===== config.mk =====
export PLATFORM = sky130hd
export DESIGN_NAME = mac_layer_sequencer
export DESIGN_NICKNAME = d
export VERILOG_FILES = /design/src/rtl/mac_seq_pkg.sv /design/src/rtl/mac_addr_gen.sv /design/src/rtl/mac_layer_sequencer.sv
export SDC_FILE = /design/constraint.sdc
export NUM_CORES = 1
export LEC_CHECK = 0
export CORE_MARGIN = 3
export CORE_UTILIZATION = 41
export CTS_BUF_LIST = sky130_fd_sc_hd__clkbuf_8
export DETAILED_ROUTE_END_ITERATION = 10
export PLACE_DENSITY_LB_ADDON = 0.25
export SYNTH_ARGS = -nofsm -noshare
export SYNTH_HDL_FRONTEND = slang
export SYNTH_SLANG_ARGS = --single-unit

===== constraint.sdc =====
create_clock -name clk -period 1.6 [get_ports clk]
set_input_delay 0.32 -clock clk [delete_from_list [all_inputs] [get_ports clk]]
set_output_delay 0.32 -clock clk [all_outputs]
set_load 0.01 [all_outputs]

===== src/rtl/mac_seq_pkg.sv =====
// Shared types, default width and width helper for the MAC layer sequencer.
package mac_seq_pkg;

  localparam int unsigned DEF_DW = 8;

  typedef enum logic [2:0] {
    IDLE    = 3'd0,
    CLEAR   = 3'd1,
    ACCUM   = 3'd2,
    CAPTURE = 3'd3,
    DONE    = 3'd4
  } state_e;

  // Index width for n items, never narrower than one bit.
  function automatic int unsigned addr_w(input int unsigned n);
    return (n <= 1) ? 1 : $clog2(n);
  endfunction

endpackage


===== src/rtl/mac_addr_gen.sv =====
// Input, weight and neuron address counters for the MAC layer sequencer.
module mac_addr_gen #(
  parameter int unsigned IN_AW  = 2,
  parameter int unsigned W_AW   = 4,
  parameter int unsigned NEUR_W = 2
) (
  input  logic              clk,
  input  logic              rst,
  input  logic              clr_all,
  input  logic              clr_in,
  input  logic              inc_io,
  input  logic              inc_neur,
  output logic [IN_AW-1:0]  in_addr,
  output logic [W_AW-1:0]   w_addr,
  output logic [NEUR_W-1:0] neuron_idx
);

  logic [IN_AW-1:0]  in_addr_q, in_addr_d;
  logic [W_AW-1:0]   w_addr_q, w_addr_d;
  logic [NEUR_W-1:0] neur_q, neur_d;

  // w_addr runs across neurons; only in_addr restarts per neuron.
  always_comb begin
    in_addr_d = in_addr_q;
    w_addr_d  = w_addr_q;
    neur_d    = neur_q;
    if (clr_all) begin
      in_addr_d = '0;
      w_addr_d  = '0;
      neur_d    = '0;
    end else begin
      if (clr_in) begin
        in_addr_d = '0;
      end else if (inc_io) begin
        in_addr_d = in_addr_q + IN_AW'(1);
      end
      if (inc_io) begin
        w_addr_d = w_addr_q + W_AW'(1);
      end
      if (inc_neur) begin
        neur_d = neur_q + NEUR_W'(1);
      end
    end
  end

  always_ff @(posedge clk) begin
    if (rst) begin
      in_addr_q <= '0;
      w_addr_q  <= '0;
      neur_q    <= '0;
    end else begin
      in_addr_q <= in_addr_d;
      w_addr_q  <= w_addr_d;
      neur_q    <= neur_d;
    end
  end

  assign in_addr    = in_addr_q;
  assign w_addr     = w_addr_q;
  assign neuron_idx = neur_q;

endmodule


===== src/rtl/mac_layer_sequencer.sv =====
// Sequences a shared MAC through a fully-connected layer, one neuron at a time.
module mac_layer_sequencer
  import mac_seq_pkg::*;
#(
  parameter int unsigned N_IN   = 4,
  parameter int unsigned N_NEUR = 3,
  parameter int unsigned DW     = DEF_DW,
  parameter int unsigned IN_AW  = addr_w(N_IN),
  parameter int unsigned W_AW   = addr_w(N_IN * N_NEUR),
  parameter int unsigned NEUR_W = addr_w(N_NEUR)
) (
  input  logic              clk,
  input  logic              rst,
  input  logic              start,
  input  logic              abort,
  output logic              busy,
  output logic              done,
  output logic              rst_Acc,
  output logic              ld_Acc,
  output logic [IN_AW-1:0]  in_addr,
  output logic [W_AW-1:0]   w_addr,
  output logic [NEUR_W-1:0] neuron_idx,
  input  logic [DW-1:0]     mac_result,
  output logic              out_we,
  output logic [NEUR_W-1:0] out_addr,
  output logic [DW-1:0]     out_data
);

  state_e state_q, state_d;
  logic   busy_q, busy_d;
  logic   done_q, done_d;
  logic   rst_acc_q, rst_acc_d;
  logic   ld_acc_q, ld_acc_d;
  logic   clr_all, clr_in, inc_io, inc_neur;

  // Next state and next registered outputs; abort overrides any non-idle transition.
  always_comb begin
    state_d = state_q;
    case (state_q)
      IDLE:    if (start) state_d = CLEAR;
      CLEAR:   state_d = ACCUM;
      ACCUM:   if (in_addr == IN_AW'(N_IN - 1)) state_d = CAPTURE;
      CAPTURE: state_d = (neuron_idx == NEUR_W'(N_NEUR - 1)) ? DONE : CLEAR;
      DONE:    state_d = IDLE;
      default: state_d = IDLE;
    endcase
    if (abort && (state_q != IDLE)) begin
      state_d = IDLE;
    end

    busy_d    = (state_d != IDLE);
    done_d    = (state_d == DONE);
    rst_acc_d = (state_d == IDLE) || (state_d == CLEAR) || (state_d == DONE);
    ld_acc_d  = (state_d == ACCUM);

    clr_all  = (state_d == IDLE);
    clr_in   = (state_d == CLEAR);
    inc_io   = (state_q == ACCUM);
    inc_neur = (state_q == CAPTURE) && (state_d == CLEAR);
  end

  always_ff @(posedge clk) begin
    if (rst) begin
      state_q   <= IDLE;
      busy_q    <= 1'b0;
      done_q    <= 1'b0;
      rst_acc_q <= 1'b1;
      ld_acc_q  <= 1'b0;
    end else begin
      state_q   <= state_d;
      busy_q    <= busy_d;
      done_q    <= done_d;
      rst_acc_q <= rst_acc_d;
      ld_acc_q  <= ld_acc_d;
    end
  end

  mac_addr_gen #(
    .IN_AW  (IN_AW),
    .W_AW   (W_AW),
    .NEUR_W (NEUR_W)
  ) u_addr_gen (
    .clk        (clk),
    .rst        (rst),
    .clr_all    (clr_all),
    .clr_in     (clr_in),
    .inc_io     (inc_io),
    .inc_neur   (inc_neur),
    .in_addr    (in_addr),
    .w_addr     (w_addr),
    .neuron_idx (neuron_idx)
  );

  assign busy    = busy_q;
  assign done    = done_q;
  assign rst_Acc = rst_acc_q;
  assign ld_Acc  = ld_acc_q;

  // The accumulator only settles in CAPTURE, so the write port passes the MAC result straight through.
  assign out_we   = (state_q == CAPTURE) && !abort && !rst;
  assign out_addr = neuron_idx;
  assign out_data = mac_result;

endmodule

### After elaboration in Yosys (flattened, before gate mapping)

Index checks and enable logic that the tools add are counted.

| storage, ports and cells | value |
|---|---|
| register bits | 15 |
| bits of input ports | 12 |
| output and inout bits | 23 |
| logic and storage cells | 38 |

| operators by class | value |
|---|---|
| $add $sub $neg | 3 |
| equality and inequality tests | 8 |
| mux-type cells | 5 |
| reductions and logical operators | 14 |

Operator list:

| operator | number |
|---|---|
| 2-to-1 mux 3 bit | 4 |
| case mux 3 bit (4 select lines) | 1 |
| equality test 3 x 2 -> 1 bit (second input constant) | 3 |
| equality test 3 x 1 -> 1 bit (second input constant) | 2 |
| logical NOT 3 bit | 2 |
| nonzero test 3 bit | 2 |
| adder 2 x 1 -> 2 bit (second input constant) | 2 |
| adder 4 x 1 -> 4 bit (second input constant) | 1 |
| equality test 2 bit (second input constant) | 2 |
| logical AND 1 bit | 4 |
| equality test 3 bit (second input constant) | 1 |
| OR reduction 3 bit | 1 |
| logical NOT 1 bit | 2 |
| logical OR 1 bit | 2 |
| OR reduction 2 bit | 1 |

### Longest topological paths before layout

| logic depth | value |
|---|---|
| depth in word-level cells | 7 |
| gate-level depth with buffers | 5 |

### By module

From an unflattened synthesis, not the netlist that was laid out.

| second synthesis, totals | value |
|---|---|
| cell total of the unflattened synthesis | 77 |
| area total of the unflattened synthesis | 800.8 µm² |

Modules (own cells, without submodules):

| module | instances | cells an instance | area an instance (µm²) | sequential area each (µm²) |
|---|---|---|---|---|
| mac_layer_sequencer | 1 | 44 | 436.7 | 140.1 |
| mac_addr_gen | 1 | 33 | 364.1 | 160.2 |

### Worst setup path after synthesis

Ideal clock, no wire load.

| timing path | value |
|---|---|
| kind | reg2reg |
| start point | register state_q[0] |
| end point | register u_addr_gen.w_addr_q[3], in the netlist u_addr_gen.w_addr[3] |
| arrival | 1.364 ns |
| slack | 0.157 ns |
| cell stages (with the launch flop) | 5 |
| clock period less this slack | 1.443 ns |
| cell sequence | dfxtp_1 > buf_6 > or3b_4 > or3_1 > a211oi_2 |

| on the way | value |
|---|---|
| longest elaborated chain between the ends | 5 |

Ends and longest elaborated chain:

| element | line | RTL |
|---|---|---|
| start, declared | mac_layer_sequencer.sv:29 | `state_e state_q, state_d;` |
| start signal, assigned | mac_layer_sequencer.sv:70 | `state_q <= state_d;` |
| equality test 3 x 2 -> 1 bit (tied with other cells) | mac_layer_sequencer.sv:39 | `case (state_q)` |
| case mux 3 bit (4 select lines) or logical AND 1 bit (tied branches) | mac_layer_sequencer.sv:39, mac_layer_sequencer.sv:47 |  |
| 2-to-1 mux 3 bit | mac_layer_sequencer.sv:47 | `if (abort && (state_q != IDLE)) begin` |
| logical NOT 3 bit | mac_layer_sequencer.sv:56 | `clr_all = (state_d == IDLE);` |
| OR reduction 2 bit (no line) | -- |  |
| end signal, assigned | mac_addr_gen.sv:53 | `w_addr_q <= w_addr_d;` |
| end, declared | mac_addr_gen.sv:19 | `logic [W_AW-1:0] w_addr_q, w_addr_d;` |

Several ways; a longest one is shown, not always the timed one.
A chain may end at the register's enable or synchronous reset.

### Worst setup path after layout

| timing path | value |
|---|---|
| start point | input abort |
| end point | output out_we |

| on the way | value |
|---|---|
| longest elaborated chain between the ends | 3 |

Ends and longest elaborated chain:

| element | line | RTL |
|---|---|---|
| start, declared | mac_layer_sequencer.sv:15 | `input logic abort,` |
| logical NOT 1 bit | mac_layer_sequencer.sv:100 | `assign out_we = (state_q == CAPTURE) && !abort && !rst;` |
| logical AND 1 bit (2 in a row) | mac_layer_sequencer.sv:100 |  |
| end, declared | mac_layer_sequencer.sv:24 | `output logic out_we,` |

No other way between the ends.

==> results.json <==
{
  "synthMuxAreaShare_pct": 1.39,
  "final_cells": 112,
  "worst-setup-path-type": "input pin to primary output",
  "synth_compound_area_share_pct": 7.83,
  "ir_worst_vdd_mv": 0.546,
  "rsz0062_at_grt": "no",
  "critPathArrivalTime_ps": 1230,
  "num_rows": 14,
  "antenna_found_initial": 0,
  "gr-total-overflow": 0,
  "critPathMaxStageDelay_ps": 260,
  "maxSlewHeadroom_pct": 66.6,
  "fin_crit_ps": 1550,
  "die_area_sq_um": 2290,
  "drc": 0,
  "crit_required_ps": 1280,
  "ctsHoldBuffers": 0,
  "synth-seq-area-share_pct": 41.7,
  "syn-cell-area_sq_um": 719,
  "synth_top_family_by_area": "simple AND/OR/NAND/NOR gates",
  "place_congestion": 0.707,
  "syn_inst": 75,
  "dr.pass1.iters": 4,
  "post-synth-top-area-fraction_pct": 41.7,
  "syn_nets": 90,
  "worstSetupStartpointType": "input pin",
  "cts_buffer_depth": 2,
  "cts_inserted_buffers": 3,
  "run_status": "finished clean",
  "grt_usage_pct": 14.3,
  "p_per_area_nw_per_um2": 783,
  "setup_viol_count_final": 0,
  "die_y_um": 47.9,
  "initial_core_util_pct": 45.6,
  "synth_area_leader_cell": "dfxtp_1",
  "drv_cap": 0,
  "layout-drive-gt1-share_pct": 26.0,
  "synth-xor-area-share_pct": 4.87,
  "synth-seq-cells": 15,
  "worst_slew_pin_slew_ps": 500,
  "grt_pass1_wl_mm": 2.25,
  "cts_tree": "done",
  "routedWlPerCell_um": 12.5,
  "grt_max_degree": 10,
  "wirelength_mm": 1.40,
  "cpLargestDelayFamily": "buffers and inverters",
  "path_max_fanout": 2,
  "crit_path_top_delay_cell": "dlygate4sd2_1",
  "yosys-top-cells-area": "dfxtp_1 (42%), buf_4 (11%), ha_1 (5.2%)",
  "path_cells": "dlygate4sd2_1 -> nor3_2 -> and3_4 -> clkdlybuf4s15_2",
  "area.growth.synth_to_final_pct": 35.1,
  "ant_nets": 0,
  "p_leak_nw": 0.404,
  "finish.net_count": 112,
  "worstSetupEndpointType": "primary output",
  "synth_adder_area_share_pct": 5.22,
  "yosysUniqueCellTypes": 30,
  "dp.cells": 106,
  "cts_sinks": 15,
  "crit_buf_inv": 2,
  "vias": 581,
  "drtIter0Drc": 6,
  "portBuffers": 18,
  "cts_root_buffer": "clkbuf_8",
  "hp-class": "flop to flop",
  "h-tree-depth": 1,
  "io_pins": 35,
  "place_area_sq_um": 897,
  "fillers": 149,
  "viasPerCell": 5.19,
  "skew_ps": 1.32,
  "max_clock_freq_ghz": 0.645,
  "slew_viol_final": 0,
  "dp_hpwl_mm": 1.00,
  "hold_viol_final": 0,
  "synthSimpleGateAreaFrac_pct": 24.3,
  "path_clk_slew_ps": 60,
  "grt_pass1_vias": 573,
  "clk_latency_ps": 240,
  "min_period_over_period_pct": 96.9,
  "fp.dieW_um": 47.9,
  "yosys_warnings": 0,
  "design_area_sq_um": 972,
  "core_sq_um": 1580,
  "synth.avg_cell_area_sq_um": 9.59,
  "antenna_cells": 0
}
## registers in the layout, indices dropped and copies added (netlist names)
register / flops
u_addr_gen.w_addr: 4
ld_Acc: 1
u_addr_gen.in_addr: 2
rst_Acc: 1
busy: 1
state_q: 3
done: 1
u_addr_gen.neuron_idx: 2
## where the power goes
group / total, mW / switching (mW) / internal (mW)
Sequential: 0.388 / 0.00679 / 0.381
Combinational: 0.0803 / 0.0338 / 0.0464
Clock: 0.294 / 0.124 / 0.170
## cells in the final DEF, fill, tap and decap left out, types with 2 or more instances in the layout
cell type | netlist | final
inv_1 | 2 | 3
dlygate4sd2_1 | 0 | 2
nor3_1 | 4 | 3
clkbuf_8 | 0 | 3
xnor2_1 | 3 | 3
nor2_1 | 4 | 4
or2_2 | 2 | 2
dfxtp_1 | 15 | 14
buf_4 | 11 | 12
ha_1 | 3 | 3
nand3_1 | 3 | 3
a21oi_1 | 3 | 3
nand2_1 | 4 | 4
and2_1 | 2 | 2
clkdlybuf4s50_1 | 0 | 15
## kinds of logic after synthesis
kind of cell,count (synthesis)
simple gates,29
buf+inv,15
flops,15
compound gates,8
xor+xnor,4
fa+ha+maj,3
mux,1
## cells in the mapped netlist
library cell,number
nand2_1,4
inv_1,2
a21o_1,1
and3b_1,1
a211oi_1,1
clkbuf_1,1
a21oi_1,3
ha_1,3
mux2i_1,1
a211oi_2,1
nor2_1,4
and4bb_2,1
nor4b_1,2
nand3_1,3
and2_1,2
buf_4,11
nor3_1,4
and3_1,1
or3b_4,1
a41oi_1,1
nand3b_1,1
and3_2,1
nor3b_1,1
or3_1,1
buf_6,1
xor2_1,1
or2_2,2
o21ai_0,1
dfxtp_1,15
xnor2_1,3
## cell type report
type / count / area [sq um] / share of cell area (%)
multi-input cells: 45 / 329 / 33.8
flip-flops and latches: 15 / 302 / 31.0
repair buffers: 30 / 269 / 27.7
clock buffers: 3 / 41.3 / 4.25
well taps: 16 / 20.0 / 2.06
inverters: 2 / 7.51 / 0.772
clock inverters: 1 / 3.75 / 0.386
## worst min-delay path, delay by kind of cell, from the launching register on
kind,cells,cell delay (ps)
flops,1,320
simple gates,1,60
compound gates,1,50
## layer usage
layer	GRT usage, %	wire length, um	vias up
li1	-	-	289
met1	15.9	615	267
met2	22.7	650	19
met3	6.02	93	6
met4	8.60	36	0
met5	0	0	-
## path summary, 6_finish.rpt
path / depth (start not counted) / startpoint / slack, ps / endpoint
min: 2 / u_addr_gen.in_addr[1] / 470 / u_addr_gen.in_addr[1]
max reg2reg: 4 / state_q[2] / 80 / u_addr_gen.w_addr[3]
min reg2reg: 2 / u_addr_gen.in_addr[1] / 470 / u_addr_gen.in_addr[1]
max: 4 / abort / 50 / out_we
## through the flow
step                util, %  hold slack, ps  setup slack, ps  TNS, ps  power (mW)
detailed placement     56.9             471             -466    -1040       0.471
global placement       56.9             464             -402    -1070       0.470
floorplan                 -             462              157        0       0.452
global route           61.7             505             11.9        0       0.798
CTS                    60.7             480             45.9        0       0.771
finish                 61.7             473             49.3        0       0.761
## timing repair
action	CTS	global route
resized for setup	7	2
buffers inserted	1	1
pin swaps	1	1
endpoints found under the setup margin	1	6
Note: power is estimated with default switching activity, not from simulation.
